File: src/rtl/global_pkg.sv
// global_pkg: shared UART receiver state encoding and default line-rate constants
package global_pkg;
   typedef enum logic [2:0] {IDLE, START, DATA, PARITY, STOP, BREAK} uart_rx_state_t;
   localparam logic [31:0] DEF_FREQ_CLK = 32'd100_000_000;
   localparam logic [31:0] DEF_TX_SPEED = 32'd115_200;
endpackage

File: src/rtl/sync_2ff.sv
// sync_2ff: two-flop synchronizer for an asynchronous input, reset value selectable
module sync_2ff #(
   parameter logic RST_VAL = 1'b0
) (
   input  logic clk,
   input  logic rst_n,
   input  logic d,
   output logic q
);
   logic meta;
   // shift the raw input through two flops to settle metastability
   always_ff @(posedge clk or negedge rst_n)
      if (!rst_n) {q, meta} <= {2{RST_VAL}};
      else {q, meta} <= {meta, d};
endmodule

File: src/rtl/uart_rx.sv
// uart_rx: 8N1 UART receiver with Valid/Ack holding register; define UART_RX_PARITY_EN for 8E1
module uart_rx
   import global_pkg::*;
#(
   parameter logic [31:0] FREQ_CLK = DEF_FREQ_CLK,
   parameter logic [31:0] TX_SPEED = DEF_TX_SPEED
) (
   input  logic       Clk,
   input  logic       Rst_n,
   input  logic       RXD,
   output logic [7:0] Data,
   output logic       Valid,
   input  logic       Ack,
   output logic       Busy,
   output logic       Frame_Err,
`ifdef UART_RX_PARITY_EN
   output logic       Parity_Err,
`endif
   output logic       Overrun
);
   localparam logic [31:0] BIT_CYCLES = FREQ_CLK / TX_SPEED;
   localparam int CW = $clog2(BIT_CYCLES);
   localparam logic [CW-1:0] FULL = CW'(BIT_CYCLES - 1);
   localparam logic [CW-1:0] HALF = CW'(BIT_CYCLES / 2 - 1);
   uart_rx_state_t state, state_n;
   logic [CW-1:0] cnt, cnt_n;
   logic [2:0] idx, idx_n;
   logic [7:0] shift, shift_n;
   logic rxd_s, expd, stop_hit, commit, par_bad;
   sync_2ff #(.RST_VAL(1'b1)) u_sync (.clk(Clk), .rst_n(Rst_n), .d(RXD), .q(rxd_s));
   assign expd = cnt == '0;
   assign Busy = state != IDLE;
   assign stop_hit = state == STOP && expd;
   assign commit = stop_hit && rxd_s && !par_bad;
`ifdef UART_RX_PARITY_EN
   logic perr;
   assign par_bad = perr;
   // latch the parity verdict so it is reported together with the stop sample
   always_ff @(posedge Clk or negedge Rst_n)
      if (!Rst_n) begin
         perr <= 1'b0;
         Parity_Err <= 1'b0;
      end else begin
         if (state == PARITY && expd) perr <= rxd_s ^ (^shift);
         Parity_Err <= stop_hit && perr;
      end
`else
   assign par_bad = 1'b0;
`endif
   // frame sequencing: start qualification, mid-bit data sampling, stop check
   always_comb begin
      state_n = state;
      cnt_n = expd ? cnt : cnt - 1'b1;
      idx_n = idx;
      shift_n = shift;
      case (state)
         IDLE: if (!rxd_s) begin
            state_n = START;
            cnt_n = HALF;
         end
         START: if (expd) begin
            state_n = rxd_s ? IDLE : DATA;
            cnt_n = FULL;
            idx_n = '0;
         end
         DATA: if (expd) begin
            shift_n = {rxd_s, shift[7:1]};
            cnt_n = FULL;
            idx_n = idx + 1'b1;
`ifdef UART_RX_PARITY_EN
            if (idx == 3'd7) state_n = PARITY;
`else
            if (idx == 3'd7) state_n = STOP;
`endif
         end
`ifdef UART_RX_PARITY_EN
         PARITY: if (expd) begin
            state_n = STOP;
            cnt_n = FULL;
         end
`endif
         STOP: if (expd) state_n = rxd_s ? IDLE : BREAK;
         BREAK: if (rxd_s) state_n = IDLE;
         default: state_n = IDLE;
      endcase
   end
   // state, datapath and holding register; a byte arriving while unacked is dropped
   always_ff @(posedge Clk or negedge Rst_n)
      if (!Rst_n) begin
         state <= IDLE;
         cnt <= '0;
         idx <= '0;
         shift <= '0;
         Data <= '0;
         Valid <= 1'b0;
         Frame_Err <= 1'b0;
         Overrun <= 1'b0;
      end else begin
         state <= state_n;
         cnt <= cnt_n;
         idx <= idx_n;
         shift <= shift_n;
         if (commit && (!Valid || Ack)) begin
            Data <= shift;
            Valid <= 1'b1;
         end else if (Ack) Valid <= 1'b0;
         Frame_Err <= stop_hit && !rxd_s;
         Overrun <= commit && Valid && !Ack;
      end
endmodule

File: config.mk
export PLATFORM = sky130hd
export DESIGN_NAME = uart_rx
export DESIGN_NICKNAME = d
export VERILOG_FILES = /design/src/rtl/global_pkg.sv /design/src/rtl/sync_2ff.sv /design/src/rtl/uart_rx.sv
export SDC_FILE = /design/constraint.sdc
export NUM_CORES = 1
export LEC_CHECK = 0
export ABC_AREA = 0
export CAP_MARGIN = 20
export CORE_MARGIN = 3
export CORE_UTILIZATION = 55
export CTS_BUF_LIST = sky130_fd_sc_hd__clkbuf_4 sky130_fd_sc_hd__clkbuf_8 sky130_fd_sc_hd__clkbuf_16
export DETAILED_ROUTE_END_ITERATION = 8
export GPL_TIMING_DRIVEN = 0
export PLACE_DENSITY = 0.77
export SKIP_CTS_REPAIR_TIMING = 1
export SYNTH_ARGS = -nofsm -noshare
export SYNTH_HDL_FRONTEND = slang
export SYNTH_SLANG_ARGS = --single-unit
File: constraint.sdc
create_clock -name Clk -period 2.8 [get_ports Clk]
set_input_delay 0.7 -clock Clk [delete_from_list [all_inputs] [get_ports Clk]]
set_output_delay 0.7 -clock Clk [all_outputs]
set_load 0.05 [all_outputs]
# Word level (Yosys, flattened, before mapping)
# Cells that the tools add are included.
# Widths: inputs -> output; s select.
totals:
  register_bits: 37
  in_bits: 4
  out_inout_bits: 12
  wordCells: 60
op_classes:
  addsub: 2
  eq_ne: 11
  n_mux: 18
  n_reduce_logical: 19
op_table:
  columns: ["op", "n"]
  rows:
  - ["$mux 10", 3]
  - ["$mux 3", 9]
  - ["$pmux 10 s2", 1]
  - ["$pmux 3 s5", 1]
  - ["$logic_not 10->1", 1]
  - ["$ne 2x2->1 const B", 5]
  - ["$sub 10x1->10 const B", 1]
  - ["$eq 3x3->1 const B", 3]
  - ["$logic_and 1x1->1", 6]
  - ["$pmux 3 s2", 1]
  - ["$reduce_and 6->1", 1]
  - ["$reduce_bool 2->1", 2]
  - ["$add 3x1->3 const B", 1]
  - ["$eq 3x1->1 const B", 1]
  - ["$eq 3x2->1 const B", 1]
  - ["$logic_not 1->1", 3]
  - ["$logic_not 3->1", 1]
  - ["$reduce_and 3->1", 1]
  - ["$reduce_bool 3->1", 1]
  - ["$mux 1", 2]
  - ["$mux 2", 1]
  - ["$ne 2x1->1 const B", 1]
  - ["$reduce_and 2->1", 1]
  - ["$reduce_or 2->1", 1]
  - ["$logic_or 1x1->1", 1]

# Depth between registers and ports, before layout
logic_depth:
  depth_word: 5
  depth_mapped: 9
  depth_no_buf: 8

# By module
# Synthesis repeated with hierarchy kept, for this count alone.
hier_totals:
  cells_unflattened: 140
  hier_area_um2: 1682.9
by_module_without_submodules:
  columns: ["module", "instances", "cells_per_inst", "area_per_inst_um2", "seq_area_each_um2"]
  rows:
  - ["uart_rx", 1, 138, 1630.3, 875.8]
  - ["sync_2ff", 1, 2, 52.6, 52.6]

# Worst setup path after synthesis
# Ideal clock, no wire load.
synth_timing:
  kind: "flip-flop to flip-flop"
  from: "register cnt[0]"
  to: "register Data[0]"
  setup_time_ns: 0.125
  arrival_ns: 2.073
  t_required_ns: 2.675
  path_slack_ns: 0.603
  stages_incl_launch_ff: 8
  path_buffers: 0
  synth_period_minus_slack_ns: 2.197
  path_cell_list: "dfrtp_1 > inv_1 > ha_1 > or3b_2 > nor4_4 > inv_2 > nor2_4 > mux2_2"
synth_via:
  elab_chain_len: 4
synth_lines:
  columns: ["element", "line_no", "text"]
  rows:
  - ["from (decl)", "uart_rx.sv:26", "logic [CW-1:0] cnt, cnt_n;"]
  - ["from (signal assigned)", "uart_rx.sv:100", "cnt <= cnt_n;"]
  - ["$logic_not 10->1", "uart_rx.sv:31", "assign expd = cnt == '0;"]
  - ["$logic_and 1x1->1", "uart_rx.sv:33", "assign stop_hit = state == STOP && expd;"]
  - ["$logic_and 1x1->1", "uart_rx.sv:34", "assign commit = stop_hit && rxd_s && !par_bad;"]
  - ["$logic_and 1x1->1", "uart_rx.sv:103", "if (commit && (!Valid || Ack)) begin"]
  - ["to (signal assigned)", "uart_rx.sv:104", "Data <= shift;"]
  - ["to (decl)", "uart_rx.sv:11", "output logic [7:0] Data,"]
# No other way between the ends.
# A chain may end at the register's enable or synchronous reset.

# Worst setup path after layout
layout_timing:
  from: "register cnt[0]"
  to: "register Data[2]"
# The elaborated chain is that of the path after synthesis.

==> flow_metrics.py <==
metrics = {
    "setup_path": {
        "worstRegToRegCells": 7,
        "reg2reg_slack_ns": 0.20,
        "cp.required_ns": 3.02,
        "reg2reg_from": "cnt[0]$_DFF_PN0_",
        "cp_max_fo": 10,
        "rr_endpoint": "Data[2]$_DFFE_PN0P_",
        "worstSetupEndpointType": "flop",
        "crit_type": "reg2reg",
        "cp.arrival_ns": 2.82,
        "worstSetupStartpointType": "flop",
    },
    "global_routing": {
        "grt_pass1_wl_mm": 6.05,
        "antenna_found_initial": 0,
        "gr-usage-all-layers_pct": 20.0,
        "overflow": 0,
        "first_global_vias": 1252,
        "grt_start_max_net_pins": 38,
    },
    "die": {
        "core-area_sq_um": 2880,
        "die_y_microns": 62.1,
        "start_util_pct": 60.2,
        "die_x_microns": 62.1,
        "ios": 16,
        "rows": 19,
        "die_area_sq_um": 3860,
    },
    "sta": {
        "max_slew_margin_pct": 46.9,
        "period_share_pct": 92.7,
        "finalWorstSetupSlack_ns": 0.204,
        "tns_ns": 0,
        "maxSlewViolCount": 0,
        "tightest_slew_ns": 0.797,
        "hold_viol": 0,
        "clock.fmax_mhz": 385,
        "hold_ws_ns": 0.362,
        "setup_viol": 0,
        "min_period_ns": 2.60,
        "rsz0062_at_grt": "no",
        "skew_ns": 0.0159,
    },
    "detailed_routing": {
        "vias": 1202,
        "drc": 0,
        "dr.pass1.iters": 5,
        "avgViaCountPerCell": 5.59,
        "wl_per_cell_microns": 15.4,
        "postRouteAntennaNets": 0,
        "drt-initial-drc-count": 43,
        "wl_mm": 3.32,
    },
    "cts": {
        "numCtsBuffers": 5,
        "clk-insertion-delay-late_ns": 0.35,
        "clockBufferDepth": 2,
        "cts_tree": "built",
        "cts_root_buffer": "clkbuf_4",
        "cts_sinks": 37,
        "htree_levels": 2,
        "path_clk_slew_ns": 0.12,
    },
    "layout": {
        "synthToLayoutAreaGrowth_pct": 17.0,
        "ff_latch_area_sq_um": 928,
        "final_cell_area_sq_um": 2030,
        "final_cells": 215,
        "final_util_pct": 70.4,
        "drive_gt1_share_pct": 23.7,
        "antenna_cells": 0,
        "fill_cells": 230,
        "fin_nets": 181,
        "multi_input_area_sq_um": 751,
    },
    "pwr": {
        "p_per_area_nw_per_um2": 469,
        "finalPower_uw": 950,
        "total_leakage_power_nw": 0.905,
        "max-vdd-ir-drop_uv": 387,
    },
    "hold_path": {
        "hp-start": "u_sync.meta$_DFF_PN1_",
        "hold_path.class": "reg2reg",
        "hold_end": "u_sync.q$_DFF_PN1_",
        "holdPathStages": 0,
    },
    "placement": {
        "io_buffers": 15,
        "dp.cells": 207,
        "place_area_sq_um": 1930,
        "dp_slack_ns": 0.222,
        "gp_congestion": 0.837,
        "hpwl_mm": 2.37,
    },
    "synth": {
        "avgSynthCellArea_sq_um": 11.6,
        "synthArstFlopShare_pct": 100,
        "synth_cell_types": 44,
        "yosys.area.top_type_share_pct": 50.6,
        "yosysSeqAreaShare_pct": 53.6,
        "synthFlopType": "dfrtp_1",
        "syn-cell-area_sq_um": 1730,
        "synth_seq_cells": 37,
        "synth_edf_count": 0,
        "yosysWarnings": 0,
        "yosys-top-cells-area": "dfrtp_1 (51%), mux2_2 (10%), ha_1 (3.6%)",
        "synth_cells": 149,
        "yosys.area.top_type": "dfrtp_1",
        "syn_nets": 158,
    },
    "job": {
        "drv_cap": 0,
    },
    "outcome": {
        "status": "finished, final reports clean",
    },
}
layout make-up:
type,count,area share [%]
buffer,7,1.85
clock buffer,7,2.90
clock inverter,1,1.48
inverter,4,0.741
multi-input combinational,101,37.1
sequential,37,45.8
tap,42,2.59
timing repair buffer,16,7.54
flip-flops by register name, summed over array words and instances (netlist names):
register,count
state,3
Data,8
Frame_Err,1
shift,8
u_sync.q,1
cnt,10
u_sync.meta,1
idx,3
Valid,1
Overrun,1
cell usage after synthesis, types with 2 or more instances:
cell,instances
clkbuf_1,4
nor2b_1,3
xor2_1,2
mux2_2,16
nand3_1,2
nor2_1,9
or3_1,3
nor3_1,5
o211ai_1,3
nand2_1,12
nand4_1,3
nand3b_1,2
dfstp_2,2
o21ai_0,3
a21oi_1,5
inv_1,3
a22o_1,2
nor4_1,3
ha_1,5
dfrtp_1,35
nand2b_1,4
cell families (layout without fill, tap and decap cells):
logic type                 after synthesis  after routing  share of synthesized area, %
adders and majority gates                5              5                          3.61
muxes                                   16             16                          10.4
DFF                                     37             37                          53.6
AOI/OAI and AO/OA                       20             20                          8.02
and+or+nand+nor                         58             58                          20.3
buffers and inverters                   11             35                          3.03
xor gates and xnor gates                 2              2                          1.01
where the power goes:
part / internal, mW / total (mW) / switching, mW
combinational: 0.00374 / 0.0162 / 0.0125
sequential: 0.537 / 0.537 / 0.000320
clock: 0.223 / 0.397 / 0.174
critical path, stage by stage, from the launching register on:
cell,delay [ns]
dfrtp_1,0.42
inv_1,0.09
ha_1,0.15
or3b_2,0.52
nor4_4,0.49
inv_2,0.15
nor2_4,0.28
mux2_2,0.38
placed cells by master, fill, tap and decap left out, drive strengths merged, types with 2 or more instances in the layout:
master,n
a21oi,5
a22o,2
buf,5
clkbuf,11
clkdlybuf4s50,13
dfrtp,35
dfstp,2
ha,5
inv,4
mux2,16
nand2,12
nand2b,4
nand3,3
nand3b,2
nand4,3
nor2,10
nor2b,3
nor3,5
nor4,4
o211ai,3
o21ai,3
or3,4
or4,3
xor2,2
per-layer routing:
metal,GRT usage [%],wire (microns),vias to the layer above
met5,0,0,-
met4,6.08,47,0
met3,6.31,178,5
met2,34.3,1700,34
met1,24.0,1390,574
li1,-,-,589
how the worst max path moves through the flow:
stage | startpoint | end
after global placement | Rst_n | shift[2]$_DFFE_PN0P_
after floorplan | cnt[0]$_DFF_PN0_ | Data[0]$_DFFE_PN0P_
after global routing | cnt[0]$_DFF_PN0_ | Data[6]$_DFFE_PN0P_
final | cnt[0]$_DFF_PN0_ | Data[2]$_DFFE_PN0P_
after detailed placement | cnt[0]$_DFF_PN0_ | Data[2]$_DFFE_PN0P_
after CTS | state[1]$_DFFE_PN0P_ | Busy
Power figures use the tool's default switching activity.
==> RTL change (config.mk and constraints unchanged) <==
Remove the register `Overrun`: a continuous assignment takes its place, so the output `Overrun` follows one clock earlier.
--- a/src/rtl/uart_rx.sv
+++ b/src/rtl/uart_rx.sv
@@ -96,3 +96,2 @@
          Frame_Err <= 1'b0;
-         Overrun <= 1'b0;
       end else begin
@@ -107,4 +106,5 @@
          Frame_Err <= stop_hit && !rxd_s;
-         Overrun <= commit && Valid && !Ack;
       end
+
+   assign Overrun = commit && Valid && !Ack;
 endmodule
Behaviour: same outputs for any inputs over 10 cycles, from zero or initial values and one cycle with Rst_n low; that may be too few to reach the edited logic, so the function may still have changed.
==> RTL change against the original RTL <==
  * Sequential cell count down 1
  * Clock skew increased by 0.0025 ns
  * Cell area about the same
  * Sequential power decreased by 3%
  * Combinational power grew 2%
  * Area after synthesis fell by 3.7%
  * Total power down 14%
  * Routed wire length increased by 0.84%
  * Non-clock buffer count grew 7
  * Worst setup slack worse by 0.15 ns
  * Highest routed layer unchanged
==> RTL change: results (changes against the original RTL) <==
placed inst area - 1863 sq um (-3.7%)
Final Skew - 0.01842 ns (+0.002524 ns)
Synth Area per Inst - 12.09 sq um (+4.0%)
met3 GRT Util - 3.145% (-3.2 points)
Hold Slack - 0.3655 ns (+0.003158 ns)
FF-to-FF path depth - 8 (+1)
bufs w/o clock - 30 (+30%)
Crit Path Max Fanout - 11 (+1)
GP Congestion - 0.8213 (-1.9%)
Mapped Nets - 147 (-7.0%)
Placement Setup Slack - -0.5803 ns (-0.8022 ns)
Critical Path End - Overrun
Static Leak - 0.9803 nW (+8.3%)
via count - 1,215 (+1.1%)
#MultiIn Comb - 95 (-5.9%)
DRT iter0 DRCs - 82 (+91%)
Worst EP required - 2.10 ns (-0.92 ns)
Final non-clock buffer share - 12.59% (+3.2 points)
multi-input combinational area share - 37.47% (+0.41 points)
Yosys reg bits - 36 (-2.7%)
wire length on met2 - 1839 microns (+8.0%)
fillers - 202 (-12%)
placed wire-length estimate - 2245 microns (-5.4%)
WL/cell - 16.47 microns (+6.8%)
met2 Use GR - 34.59% (+0.32 points)
Crit path largest cell delay - 0.44 ns (-0.08 ns)
sequential share of cell area - 44.57% (-1.3 points)
Non-CTS inverters - 3 (-1)
post-synth cell types - 40 (-9.1%)
biggest regs - cnt: 10 flops, Data: 8 flops, shift: 8 flops
number of global-route vias before repair - 1,182 (-5.6%)
r2r endpoint - Data[1]$_DFFE_PN0P_
Sw Pwr - 0.0001917 W (+2.7%)
Final Critical Period - 2.749 ns (+0.1528 ns)
Syn Inst Count - 138 (-7.4%)
outcome - completed
wire length on met3 - 124 microns (-30%)
area leader, netlist - dfrtp_1
ratio of cells with drive above 1 in the final layout - 31.40% (+7.7 points)
area added between synthesis and finish - 21.53%
Worst Max-Slew Pin Slew - 0.7658 ns (-0.03135 ns)
Crit-path slowest cell - dfrtp_1
met1 wire length - 1333 microns (-3.8%)
DR pass1 iterations - 4 (-1)
vias per cell - 5.985 (+7.1%)
sequential share of the synthesized area - 54.16% (+0.55 points)
largest net degree at the start of global routing - 37 (-2.6%)
M1 GR Usage - 25.27% (+1.3 points)
register-to-register setup slack - 0.49 ns (+0.29 ns)
CP Launch Point - cnt[1]$_DFF_PN0_
clk tree area frac - 2.778% (-1.6 points)
ranking of synthesized cells by instance count - 34 x dfrtp_1, 16 x mux2_2, 9 x nor2_1
[RTL change: changes by cell type in the layout (fill, tap and decap cells not counted), sizes merged, moves of 3 or more]
cell    change
buf        +10
clkbuf      -4
nand2       -4
clkinv      +3
mux2i       +3
nand4       -3
nor2b       -3
or3         -3
or4         -3
[RTL change: cells by family after synthesis]
| family | share of synthesized area (%) |
|---|---|
| buffers and inverters | 2.100 |
| XOR/XNOR | 1.050 |
| AND/OR/NAND/NOR | 16.20 |
| AO/OA/AOI/OAI | 10.13 |
| flip-flops | 54.16 |
| adder cells (fa/ha/maj) | 3.751 |
| multiplexers | 12.60 |
[RTL change: power groups by stage]
| stage | combinational, W | sequential [W] | clock, W |
|---|---|---|---|
| detailed placement | 0.0000173 | 0.000533 | 0 |
| floorplan | 0.00000305 | 0.000533 | 0 |
| global placement | 0.0000175 | 0.000533 | 0 |
| finish | 0.0000166 | 0.000523 | 0.000275 |
| CTS | 0.0000173 | 0.000523 | 0.000280 |
| global route | 0.0000190 | 0.000523 | 0.000307 |
